[src/rtl/chip_io_pkg.sv]
// Shared widths, configuration field positions and FSM states
// for the chip IO return path.
package chip_io_pkg;

    localparam int NORTH_W = 10;
    localparam int EDGE_W = 14;
    localparam int N_MACROS = 4;
    localparam int CFG_W = 4;

    localparam int WEST_SEL = 0;
    localparam int EAST_SEL = 1;
    localparam int NORTH_SEL_LO = 2;
    localparam int NORTH_SEL_HI = 3;

    typedef enum logic {
        QUIET,
        ACTIVE
    } state_t;

    typedef logic [N_MACROS-1:0][NORTH_W-1:0] north_bus_t;
    typedef logic [N_MACROS-1:0][EDGE_W-1:0] edge_bus_t;

endpackage

[src/rtl/chip_input_distributor_pad_sync.sv]
// Multi-flop synchroniser for asynchronous pad and
// configuration inputs.
module pad_sync #(
    parameter int W = 1,
    parameter int SYNC_STAGES = 2
) (
    input  logic         clk,
    input  logic         rst,
    input  logic [W-1:0] d,
    output logic [W-1:0] q
);

    logic [SYNC_STAGES-1:0][W-1:0] ff;

    always_ff @(posedge clk or posedge rst) begin
        if (rst) begin
            ff <= '0;
        end else begin
            ff[0] <= d;
            for (int i = 1; i < SYNC_STAGES; i++) begin
                ff[i] <= ff[i-1];
            end
        end
    end

    assign q = ff[SYNC_STAGES-1];

endmodule

[src/rtl/chip_input_distributor.sv]
// Routes synchronised pad banks to macro inputs, with a quiet
// window of forced zeros around every configuration change.
module chip_input_distributor
    import chip_io_pkg::*;
#(
    parameter int SYNC_STAGES = 2,
    parameter int QUIET_CYCLES = 8
) (
    input  logic                clk,
    input  logic                rst,
    input  logic [NORTH_W-1:0]  IO_north_i,
    input  logic [EDGE_W-1:0]   IO_west_i,
    input  logic [EDGE_W-1:0]   IO_east_i,
    input  logic [CFG_W-1:0]    configuration,
    output north_bus_t          north_i,
    output edge_bus_t           west_i,
    output edge_bus_t           east_i,
    output logic [CFG_W-1:0]    active_cfg,
    output logic                busy,
    output logic                cfg_applied
);

    localparam logic [7:0] QLOAD = 8'(QUIET_CYCLES);

    logic [NORTH_W-1:0] n_s;
    logic [EDGE_W-1:0]  w_s;
    logic [EDGE_W-1:0]  e_s;
    logic [CFG_W-1:0]   cfg_s;

    pad_sync #(.W(NORTH_W), .SYNC_STAGES(SYNC_STAGES)) u_sync_n (
        .clk(clk), .rst(rst), .d(IO_north_i), .q(n_s)
    );
    pad_sync #(.W(EDGE_W), .SYNC_STAGES(SYNC_STAGES)) u_sync_w (
        .clk(clk), .rst(rst), .d(IO_west_i), .q(w_s)
    );
    pad_sync #(.W(EDGE_W), .SYNC_STAGES(SYNC_STAGES)) u_sync_e (
        .clk(clk), .rst(rst), .d(IO_east_i), .q(e_s)
    );
    pad_sync #(.W(CFG_W), .SYNC_STAGES(SYNC_STAGES)) u_sync_c (
        .clk(clk), .rst(rst), .d(configuration), .q(cfg_s)
    );

    state_t            state, state_nxt;
    logic [7:0]        cnt, cnt_nxt;
    logic [CFG_W-1:0]  cap_cfg, cap_nxt;
    logic [CFG_W-1:0]  act_nxt;
    logic              applied_nxt;
    north_bus_t        n_nxt;
    edge_bus_t         w_nxt;
    edge_bus_t         e_nxt;
    logic [1:0]        n_own;
    logic [1:0]        w_own;
    logic [1:0]        e_own;

    always_ff @(posedge clk or posedge rst) begin
        if (rst) begin
            state       <= QUIET;
            cnt         <= QLOAD;
            cap_cfg     <= '0;
            active_cfg  <= '0;
            cfg_applied <= 1'b0;
            north_i     <= '0;
            west_i      <= '0;
            east_i      <= '0;
        end else begin
            state       <= state_nxt;
            cnt         <= cnt_nxt;
            cap_cfg     <= cap_nxt;
            active_cfg  <= act_nxt;
            cfg_applied <= applied_nxt;
            north_i     <= n_nxt;
            west_i      <= w_nxt;
            east_i      <= e_nxt;
        end
    end

    always_comb begin
        state_nxt   = state;
        cnt_nxt     = cnt;
        cap_nxt     = cap_cfg;
        act_nxt     = active_cfg;
        applied_nxt = 1'b0;
        case (state)
            QUIET: begin
                if (cfg_s != cap_cfg) begin
                    cap_nxt = cfg_s;
                    cnt_nxt = QLOAD;
                end else if (cnt == 8'd0) begin
                    act_nxt     = cap_cfg;
                    applied_nxt = 1'b1;
                    state_nxt   = ACTIVE;
                end else begin
                    cnt_nxt = cnt - 8'd1;
                end
            end
            ACTIVE: begin
                if (cfg_s != active_cfg) begin
                    cap_nxt   = cfg_s;
                    cnt_nxt   = QLOAD;
                    state_nxt = QUIET;
                end
            end
            default: state_nxt = QUIET;
        endcase
    end

    // Routing uses the next-cycle mapping so the output register
    // never shows a mix of old and new owners.
    always_comb begin
        n_own = act_nxt[NORTH_SEL_HI:NORTH_SEL_LO];
        w_own = {act_nxt[WEST_SEL], 1'b0};
        e_own = {act_nxt[EAST_SEL], 1'b1};
        n_nxt = '0;
        w_nxt = '0;
        e_nxt = '0;
        if (state_nxt == ACTIVE) begin
            n_nxt[n_own] = n_s;
            w_nxt[w_own] = w_s;
            e_nxt[e_own] = e_s;
        end
    end

    assign busy = (state == QUIET);

endmodule

[config.mk]
export PLATFORM = sky130hd
export DESIGN_NAME = chip_input_distributor
export DESIGN_NICKNAME = d
export VERILOG_FILES = /design/src/rtl/chip_io_pkg.sv /design/src/rtl/chip_input_distributor_pad_sync.sv /design/src/rtl/chip_input_distributor.sv
export SDC_FILE = /design/constraint.sdc
export NUM_CORES = 1
export LEC_CHECK = 0
export CORE_MARGIN = 8
export CORE_UTILIZATION = 50
export CTS_CLUSTER_DIAMETER = 40
export DETAILED_ROUTE_END_ITERATION = 8
export PLACE_DENSITY_LB_ADDON = 0.05
export REMOVE_ABC_BUFFERS = 1
export SLEW_MARGIN = 20
export SYNTH_ARGS = -nofsm -noshare
export SYNTH_HDL_FRONTEND = slang
export SYNTH_SLANG_ARGS = --single-unit
[constraint.sdc]
create_clock -name clk -period 13 [get_ports clk]
set_input_delay 2.6 -clock clk [delete_from_list [all_inputs] [get_ports clk]]
set_output_delay 2.6 -clock clk [all_outputs]
set_load 0.005 [all_outputs]
==> flow_metrics.py, run 1 <==
metrics = {
    "worst_setup_path": {
        "startpoint": "rst",
        "crit_end": "u_sync_n.ff[7]$_DFF_PP0_",
        "endpoint_kind": "async pin",
        "critPathSlowestCell": "buf_4",
        "cpPeakStageDelay_ns": 0.83,
        "rrSetupSlack_ns": 9.92,
        "path_cells": "clkdlybuf4s50_1 > inv_8 > buf_4",
        "required_ns": 13.43,
        "r2r_end": "cnt[1]$_DFFE_PP0P_",
        "cp_max_fo": 126,
        "r2r_cells": 6,
        "start_kind": "primary input",
        "worstPathArrival_ns": 4.59,
        "worst_r2r_startpoint": "cnt[5]$_DFFE_PP0P_",
        "crit_type": "primary input to async pin",
    },
    "yosys": {
        "synthMuxAreaShare_pct": 3.24,
        "synthCells": 451,
        "synth_warnings": 0,
        "synth_common_cells": "dfrtp_1, and3_1, buf_4",
        "synth_top_area_share_pct": 73.3,
        "yosysTopAreaCell": "dfrtp_1",
        "synth-edff-count": 0,
        "synth_top_family_by_area": "simple AND/OR/NAND/NOR gates",
        "synth_cell_types": 42,
        "ys_seq_elements": 198,
        "synth_compound_area_share_pct": 1.19,
        "syn_area_sq_um": 6730,
        "netlist_top_cells_area": "dfrtp_1, and3_1, buf_4",
        "yosys.area_share.simple_pct": 12.4,
        "async_flop_share_pct": 100,
        "yosysMostFrequentCell": "dfrtp_1",
        "synthXorXnorAreaFrac_pct": 1.04,
        "synth_fa_ha_area_share_pct": 0.372,
        "synthFlopType": "dfrtp_1",
        "avgSynthCellArea_sq_um": 14.9,
        "ys_seq_area_share_pct": 73.7,
    },
    "detailed_routing": {
        "routedWlPerCell_um": 16.3,
        "antenna_left": 0,
        "num_vias": 3650,
        "dr.pass1.iters": 4,
        "drt_drc_violations_left": 0,
        "drt_iter0_drc": 287,
        "via_per_inst": 4.65,
        "wl_mm": 12.8,
    },
    "floorplan": {
        "die_area_sq_um": 17400,
        "start_util_pct": 51.0,
        "num_io_pins": 202,
        "rows": 42,
        "fp.dieH_um": 132,
        "die_w_um": 132,
        "core_sq_um": 13200,
    },
    "timing": {
        "fmax_mhz": 240,
        "tns_ns": 0,
        "fin_worst_skew_ns": 0.00753,
        "setup_ws_ns": 8.84,
        "min_period_over_period_pct": 32.0,
        "period_needed_ns": 4.16,
        "rsz0062_at_grt": "no",
        "tightest_slew_ns": 0.928,
        "hold_violations": 0,
        "setup_viol_count_final": 0,
        "slew_headroom_pct": 36.3,
        "drv_slew": 0,
    },
    "grt": {
        "antenna_found_initial": 0,
        "grt_pass1_wl_mm": 20.7,
        "track_usage_pct": 15.4,
        "gr-total-overflow": 0,
        "grt_max_degree": 127,
        "grt_pass1_vias": 3951,
    },
    "pwr": {
        "internal_power_w": 0.000962,
        "p_leak_nw": 4.38,
        "combPwrFrac_pct": 6.2,
        "power_frac_seq_pct": 52.8,
        "power_density_nw_per_um2": 141,
        "ir_drop_mv": 0.0948,
        "switchingPower_w": 0.000261,
        "netSwitchingFraction_pct": 21.3,
        "clkPwrFrac_pct": 41.0,
    },
    "final_layout": {
        "syn2layout_area_growth_pct": 29.1,
        "antenna_cells": 0,
        "finalNetCount": 645,
        "fillers": 971,
        "drive_gt1_share_pct": 8.21,
    },
    "place": {
        "hpwl_mm": 8.77,
        "port_buffers": 145,
        "gp_congestion": 0.772,
        "post-place-ws_ns": 8.30,
    },
    "worst_hold_path": {
        "hold_class": "flop to flop",
    },
    "clock_network": {
        "cts.sinks": 198,
        "cts_buffers": 17,
        "cts_resized": 0,
        "clk-insertion-delay-late_ns": 0.42,
        "htree_levels": 4,
        "cts-hold-fix-buffers": 0,
        "cts_setup_buffers": 0,
        "cts_tree": "done",
        "clkTransAtPathRegs_ns": 0.06,
        "cts_buffer_depth": 2,
        "cts-root-buf": "clkbuf_16",
    },
    "flow_run": {
        "cap_violations": 0,
    },
    "outcome": {
        "status": "finished clean",
    },
}
==> stage by stage <==
| stage | total power (W) | util (%) | cell area, sq um | hold WS, ns | std cells |
|---|---|---|---|---|---|
| after global placement | 0.000732 | 61.5 | 8120 | 0.331 | 756 |
| final | 0.00122 | 65.8 | 8680 | 0.347 | 785 |
| after detailed placement | 0.000734 | 61.5 | 8120 | 0.335 | 756 |
| after CTS | 0.00124 | 65.8 | 8680 | 0.348 | 785 |
| after global routing | 0.00128 | 65.8 | 8680 | 0.350 | 785 |
| after floorplan | 0.000696 | - | 6420 | 0.331 | 433 |
==> logic make-up after synthesis <==
logic type	after synthesis
AO/OA/AOI/OAI	12
XOR/XNOR	8
adder cells (fa/ha/maj)	2
buffers and inverters	80
flip-flops	198
multiplexers	17
other	1
AND/OR/NAND/NOR	133
==> registers in the layout, summed over array words and instances (netlist names), 8 cells and up <==
signal,cells
north_i,40
u_sync_e.q,14
u_sync_n.ff,10
u_sync_w.q,14
u_sync_n.q,10
u_sync_e.ff,14
east_i,28
west_i,28
cnt,8
u_sync_w.ff,14
==> cell usage in the layout (no fill, tap or decap), drive strengths merged, types with 2 or more instances in the layout <==
cell type	count
conb	56
nand3	2
nor2	10
xnor2	4
clkinv	5
dfrtp	197
nand2	6
inv	7
clkinvlp	2
bufinv	3
mux2i	9
clkdlybuf4s50	145
ha	2
xor2	4
and3	96
and4	2
clkbuf	19
buf	2
o21ai	3
nor3	3
mux2	8
a21o	4
nand2b	4
nand4	3
==> critical path: cells and delay by family <==
family                 cells  cell delay, ns
buffers and inverters      3            1.90
==> power by group through the flow <==
stage	Clock, W	Sequential, W	Combinational [W]
CTS	0.000514	0.000646	0.0000764
global placement	0	0.000656	0.0000760
detailed placement	0	0.000657	0.0000764
global route	0.000543	0.000648	0.0000849
floorplan	0	0.000655	0.0000406
finish	0.000502	0.000646	0.0000754
==> per-layer routing <==
metal	part of all wire (%)	routed length (um)	track usage, %
met5	0	0	0
met4	0.89	114	4.98
met3	6.8	875	6.75
met2	50	6360	25.0
met1	43	5470	18.0
==> final cells by class <==
cell class	instances	area [sq um]	share of cell area [%]
sequential	198	4960	57.1
inverter	7	33.8	0.389
tap	176	220	2.54
clock buffer	19	433	4.99
multi-input combinational	228	1440	16.6
clock inverter	10	134	1.54
timing repair buffer	147	1470	16.9
==> worst min path at each step <==
| stage | from | end | slack [ns] | depth (start not counted) |
|---|---|---|---|---|
| after global routing | u_sync_e.ff[1]$_DFF_PP0_ | u_sync_e.q[1]$_DFF_PP0_ | 0.35 | 0 |
| after CTS | u_sync_c.ff[0]$_DFF_PP0_ | u_sync_c.q[0]$_DFF_PP0_ | 0.35 | 0 |
| after floorplan | u_sync_c.ff[0]$_DFF_PP0_ | u_sync_c.q[0]$_DFF_PP0_ | 0.33 | 0 |
| after detailed placement | u_sync_n.ff[0]$_DFF_PP0_ | u_sync_n.q[0]$_DFF_PP0_ | 0.33 | 0 |
| final | u_sync_w.ff[6]$_DFF_PP0_ | u_sync_w.q[6]$_DFF_PP0_ | 0.35 | 0 |
| after global placement | u_sync_e.ff[3]$_DFF_PP0_ | u_sync_e.q[3]$_DFF_PP0_ | 0.33 | 0 |
Power figures use the tool's default switching activity.
==> run 2, diff against run 1 <==
CORE_UTILIZATION = 47   (was 50)
clock period = 4 ns   (was 13 ns; I/O delays follow)
==> run 2 against run 1 <==
Count of clock-buffer cells in the layout is 1 higher. Cell count is 1.1% higher. Sequential power grew to 3.3 times the previous value. Routed wire length is 4.2% higher. Register-to-register slack worse by 8.6 ns. Clock power grew to 3.5 times the previous value. Flip-flop and latch count stayed put. Largest power group unchanged.
==> flow_metrics.py, run 2 (synthesis results as in run 1) <==
metrics = {
    "outcome": {
        "status": "finished clean",
    },
    "detailed_routing": {
        "routedWlPerCell_um": 16.8,
        "wl_mm": 13.4,
        "dr.pass1.iters": 6,
        "antenna_left": 0,
        "drt_iter0_drc": 188,
        "via_per_inst": 4.67,
        "num_vias": 3709,
        "drt_drc_violations_left": 0,
    },
    "clock_network": {
        "cts_setup_buffers": 0,
        "clk-insertion-delay-late_ns": 0.43,
        "htree_levels": 4,
        "cts-hold-fix-buffers": 0,
        "cts.sinks": 198,
        "cts_buffer_depth": 2,
        "cts_resized": 0,
        "cts_tree": "done",
        "clkTransAtPathRegs_ns": 0.07,
        "cts-root-buf": "clkbuf_16",
        "cts_buffers": 17,
    },
    "place": {
        "hpwl_mm": 9.07,
        "gp_congestion": 0.730,
        "port_buffers": 145,
    },
    "timing": {
        "fin_worst_skew_ns": 0.0129,
        "setup_viol_count_final": 0,
        "slew_headroom_pct": 41.2,
        "period_needed_ns": 2.72,
        "rsz0062_at_grt": "no",
        "tightest_slew_ns": 0.857,
        "drv_slew": 0,
        "holdWs_ns": 0.348,
        "min_period_over_period_pct": 67.9,
        "tns_ns": 0,
        "hold_violations": 0,
        "fmax_mhz": 368,
    },
    "worst_setup_path": {
        "required_ns": 4.34,
        "start_kind": "flop",
        "worstPathArrival_ns": 3.06,
        "cp_max_fo": 53,
        "endpoint_kind": "flop",
        "crit_type": "flop to flop",
    },
    "pwr": {
        "ir_drop_mv": 0.314,
        "power_density_nw_per_um2": 468,
        "p_leak_nw": 4.40,
    },
    "grt": {
        "antenna_found_initial": 0,
        "grt_max_degree": 103,
        "grt_pass1_wl_mm": 21.2,
        "track_usage_pct": 15.1,
        "grt_pass1_vias": 4056,
        "gr-total-overflow": 0,
    },
    "final_layout": {
        "syn2layout_area_growth_pct": 30.3,
        "largestRegisters": "north_i x40, east_i x28, west_i x28",
        "post-route-util_pct": 62.9,
        "final_cell_mix": "dfrtp_1, clkdlybuf4s50_1, and3_1",
        "largest_reg_flops": 40,
        "fillers": 1050,
        "finalNetCount": 647,
        "regMostFlops": "north_i",
        "antenna_cells": 0,
        "final_common_cell": "dfrtp_1",
        "drive_gt1_share_pct": 8.96,
    },
    "worst_hold_path": {
        "hold_class": "flop to flop",
    },
    "floorplan": {
        "rows": 43,
        "start_util_pct": 48.3,
        "die_w_um": 136,
        "core_sq_um": 13900,
        "fp.dieH_um": 136,
        "die_area_sq_um": 18400,
        "num_io_pins": 202,
    },
    "flow_run": {
        "cap_violations": 0,
    },
}
run 2: area by class of cell:
type	count	area [sq um]	area share [%]
Inverter	7	33.8	0.385
Sequential cell	198	4960	56.6
Timing Repair Buffer	149	1490	17.0
Clock inverter	12	169	1.93
Multi-Input combinational cell	228	1440	16.4
Tap cell	180	225	2.57
Clock buffer	20	447	5.10
run 2: metrics by stage:
stage / total power (W) / worst slack, ns / instances / area (sq um)
floorplan: 0.00226 / -2.20 / 433 / 6420
global placement: 0.00238 / 1.36 / 762 / 8150
detailed placement: 0.00239 / 1.27 / 762 / 8150
CTS: 0.00415 / 1.28 / 794 / 8760
global route: 0.00426 / 1.07 / 794 / 8760
finish: 0.00410 / 1.28 / 794 / 8760
run 2: routing by layer:
metal	track usage [%]	wire length, um	vias to the layer above
met5	0	0	-
met4	5.31	154	0
met3	6.57	1140	13
met2	23.1	6440	148
met1	18.8	5620	1853
li1	-	-	1695
run 2: where the power goes:
part           internal [W]  total (W)  switching [W]
sequential          0.00206    0.00210      0.0000376
combinational     0.0000987   0.000250       0.000151
clock               0.00101    0.00175       0.000737
run 2: critical path, cell delays in order (launching register included):
cell	delay, ns
dfrtp_1	0.39
or4_4	0.57
nor2_4	0.13
nand4_4	0.33
nand2_2	0.68
buf_12	0.28
mux2i_1	0.21
run 2: final timing paths:
kind / from / end / slack, ns / depth (start not counted)
worst max-delay path: cnt[5]$_DFFE_PP0P_ / cnt[0]$_DFFE_PP0P_ / 1.28 / 6
worst min-delay path: u_sync_e.ff[12]$_DFF_PP0_ / u_sync_e.q[12]$_DFF_PP0_ / 0.35 / 0
worst max register to register: cnt[5]$_DFFE_PP0P_ / cnt[0]$_DFFE_PP0P_ / 1.28 / 6
worst min register to register: u_sync_e.ff[12]$_DFF_PP0_ / u_sync_e.q[12]$_DFF_PP0_ / 0.35 / 0
max in group asynchronous: rst / east_i[55]$_DFF_PP0_ / 2.20 / 3
min in group asynchronous: rst / east_i[49]$_DFF_PP0_ / 0.89 / 2
==> run 3, diff against run 2 <==
clock period = 2.6 ns   (was 4 ns; I/O delays follow)
==> run 3 against run 2 <==
Cell count is 0.76% higher. Worst hold slack hardly changed. Critical endpoint is now east_i[51]$_DFF_PP0_. Sequential share of layout area is 0.40 points lower. Final area is 0.71% higher. Largest power group unchanged.
==> flow_metrics.py, run 3 (synthesis results as in run 1) <==
metrics = {
    "timing": {
        "setup_viol_count_final": 0,
        "rsz0062_at_grt": "no",
        "drv_slew": 0,
        "hold_violations": 0,
        "min_period_over_period_pct": 92.0,
        "setup_ws_ns": 0.209,
        "holdWs_ns": 0.348,
        "tns_ns": 0,
        "period_needed_ns": 2.39,
        "fin_worst_skew_ns": 0.00865,
        "fmax_mhz": 418,
    },
    "detailed_routing": {
        "drt_drc_violations_left": 0,
        "wl_mm": 13.4,
        "routedWlPerCell_um": 16.7,
        "dr.pass1.iters": 4,
        "drt_iter0_drc": 296,
        "antenna_left": 0,
        "num_vias": 3724,
        "via_per_inst": 4.66,
    },
    "clock_network": {
        "htree_levels": 4,
        "clkTransAtPathRegs_ns": 0.07,
        "cts_buffers": 17,
        "cts_resized": 0,
        "cts-root-buf": "clkbuf_16",
        "cts-hold-fix-buffers": 0,
        "cts_buffer_depth": 2,
        "cts_tree": "done",
        "cts_setup_buffers": 0,
        "clk-insertion-delay-late_ns": 0.42,
        "cts.sinks": 198,
    },
    "outcome": {
        "status": "finished clean",
    },
    "final_layout": {
        "syn2layout_area_growth_pct": 31.2,
        "final_cell_mix": "dfrtp_1, clkdlybuf4s50_1, and3_1",
        "final_common_cell": "dfrtp_1",
        "antenna_cells": 0,
        "regMostFlops": "north_i",
        "ff_latch_area_sq_um": 4960,
        "drive_gt1_share_pct": 10.2,
        "fillers": 1035,
        "largest_reg_flops": 40,
        "stdcell_area_sq_um": 8830,
        "multi_input_area_sq_um": 1440,
        "largestRegisters": "north_i x40, east_i x28, west_i x28",
        "post-route-util_pct": 63.3,
        "finalNetCount": 653,
    },
    "worst_setup_path": {
        "cp_max_fo": 15,
        "r2r_cells": 6,
        "endpoint_kind": "flop",
        "crit_type": "flop to flop",
        "required_ns": 2.91,
        "start_kind": "flop",
        "worstPathArrival_ns": 2.70,
    },
    "floorplan": {
        "fp.dieH_um": 136,
        "core_sq_um": 13900,
        "die_w_um": 136,
        "start_util_pct": 48.3,
        "num_io_pins": 202,
        "rows": 43,
        "die_area_sq_um": 18400,
    },
    "grt": {
        "grt_pass1_wl_mm": 21.4,
        "track_usage_pct": 15.2,
        "grt_pass1_vias": 4089,
        "gr-total-overflow": 0,
        "antenna_found_initial": 0,
        "grt_max_degree": 65,
    },
    "place": {
        "hpwl_mm": 9.25,
        "gp_congestion": 0.720,
        "post-place-ws_ns": 0.210,
        "placed_area_sq_um": 8210,
        "port_buffers": 145,
    },
    "pwr": {
        "ir_drop_mv": 0.486,
        "power_density_nw_per_um2": 716,
        "p_leak_nw": 4.46,
    },
    "flow_run": {
        "cap_violations": 0,
    },
    "worst_hold_path": {
        "hold_depth": 0,
        "hold_class": "flop to flop",
    },
}
-- run 3: power by group --
group / switching [W] / internal (W) / leakage (nW)
Sequential: 0.0000595 / 0.00317 / 2.56
Clock: 0.00112 / 0.00158 / 0.306
Combinational: 0.000228 / 0.000162 / 1.59
-- run 3: critical path, cell delays in order (launching register included) --
cell and delay [ns]:
dfrtp_1 0.42, or4_4 0.56, nor2_4 0.13, nand4_4 0.24, mux2i_4 0.48, inv_2 0.22
and3_1 0.22
-- run 3: metrics by stage --
| stage | total power, W | std cells |
|---|---|---|
| 2_1_floorplan | 0.00348 | 433 |
| 3_3_place_gp | 0.00367 | 768 |
| 3_5_place_dp | 0.00368 | 768 |
| 4_1_cts | 0.00639 | 800 |
| 5_1_grt | 0.00657 | 800 |
| 6_report | 0.00632 | 800 |
-- run 3: worst paths after layout --
check	from	end	slack, ns
min in group asynchronous	rst	u_sync_e.q[10]$_DFF_PP0_	0.52
worst min-delay path	u_sync_e.ff[10]$_DFF_PP0_	u_sync_e.q[10]$_DFF_PP0_	0.35
worst max register to register	cnt[4]$_DFFE_PP0P_	east_i[51]$_DFF_PP0_	0.21
max in group asynchronous	rst	north_i[12]$_DFF_PP0_	1.39
worst max-delay path	cnt[4]$_DFFE_PP0P_	east_i[51]$_DFF_PP0_	0.21
worst min register to register	u_sync_e.ff[10]$_DFF_PP0_	u_sync_e.q[10]$_DFF_PP0_	0.35
-- run 3: per-layer routing --
layer	up-vias	GRT usage (%)	part of all wire, %
met5	-	0	0
met4	0	6.11	1.6
met3	15	6.01	8.3
met2	148	24.3	49
met1	1858	18.0	41
li1	1703	-	-
-- run 3: area by class of cell --
class / instances / share of cell area [%]
clock buffer: 19 / 5.13
clock inverter: 13 / 1.90
inverter: 7 / 0.383
multi-input combinational: 228 / 16.3
sequential: 198 / 56.2
tap: 180 / 2.55
timing repair buffer: 155 / 17.6
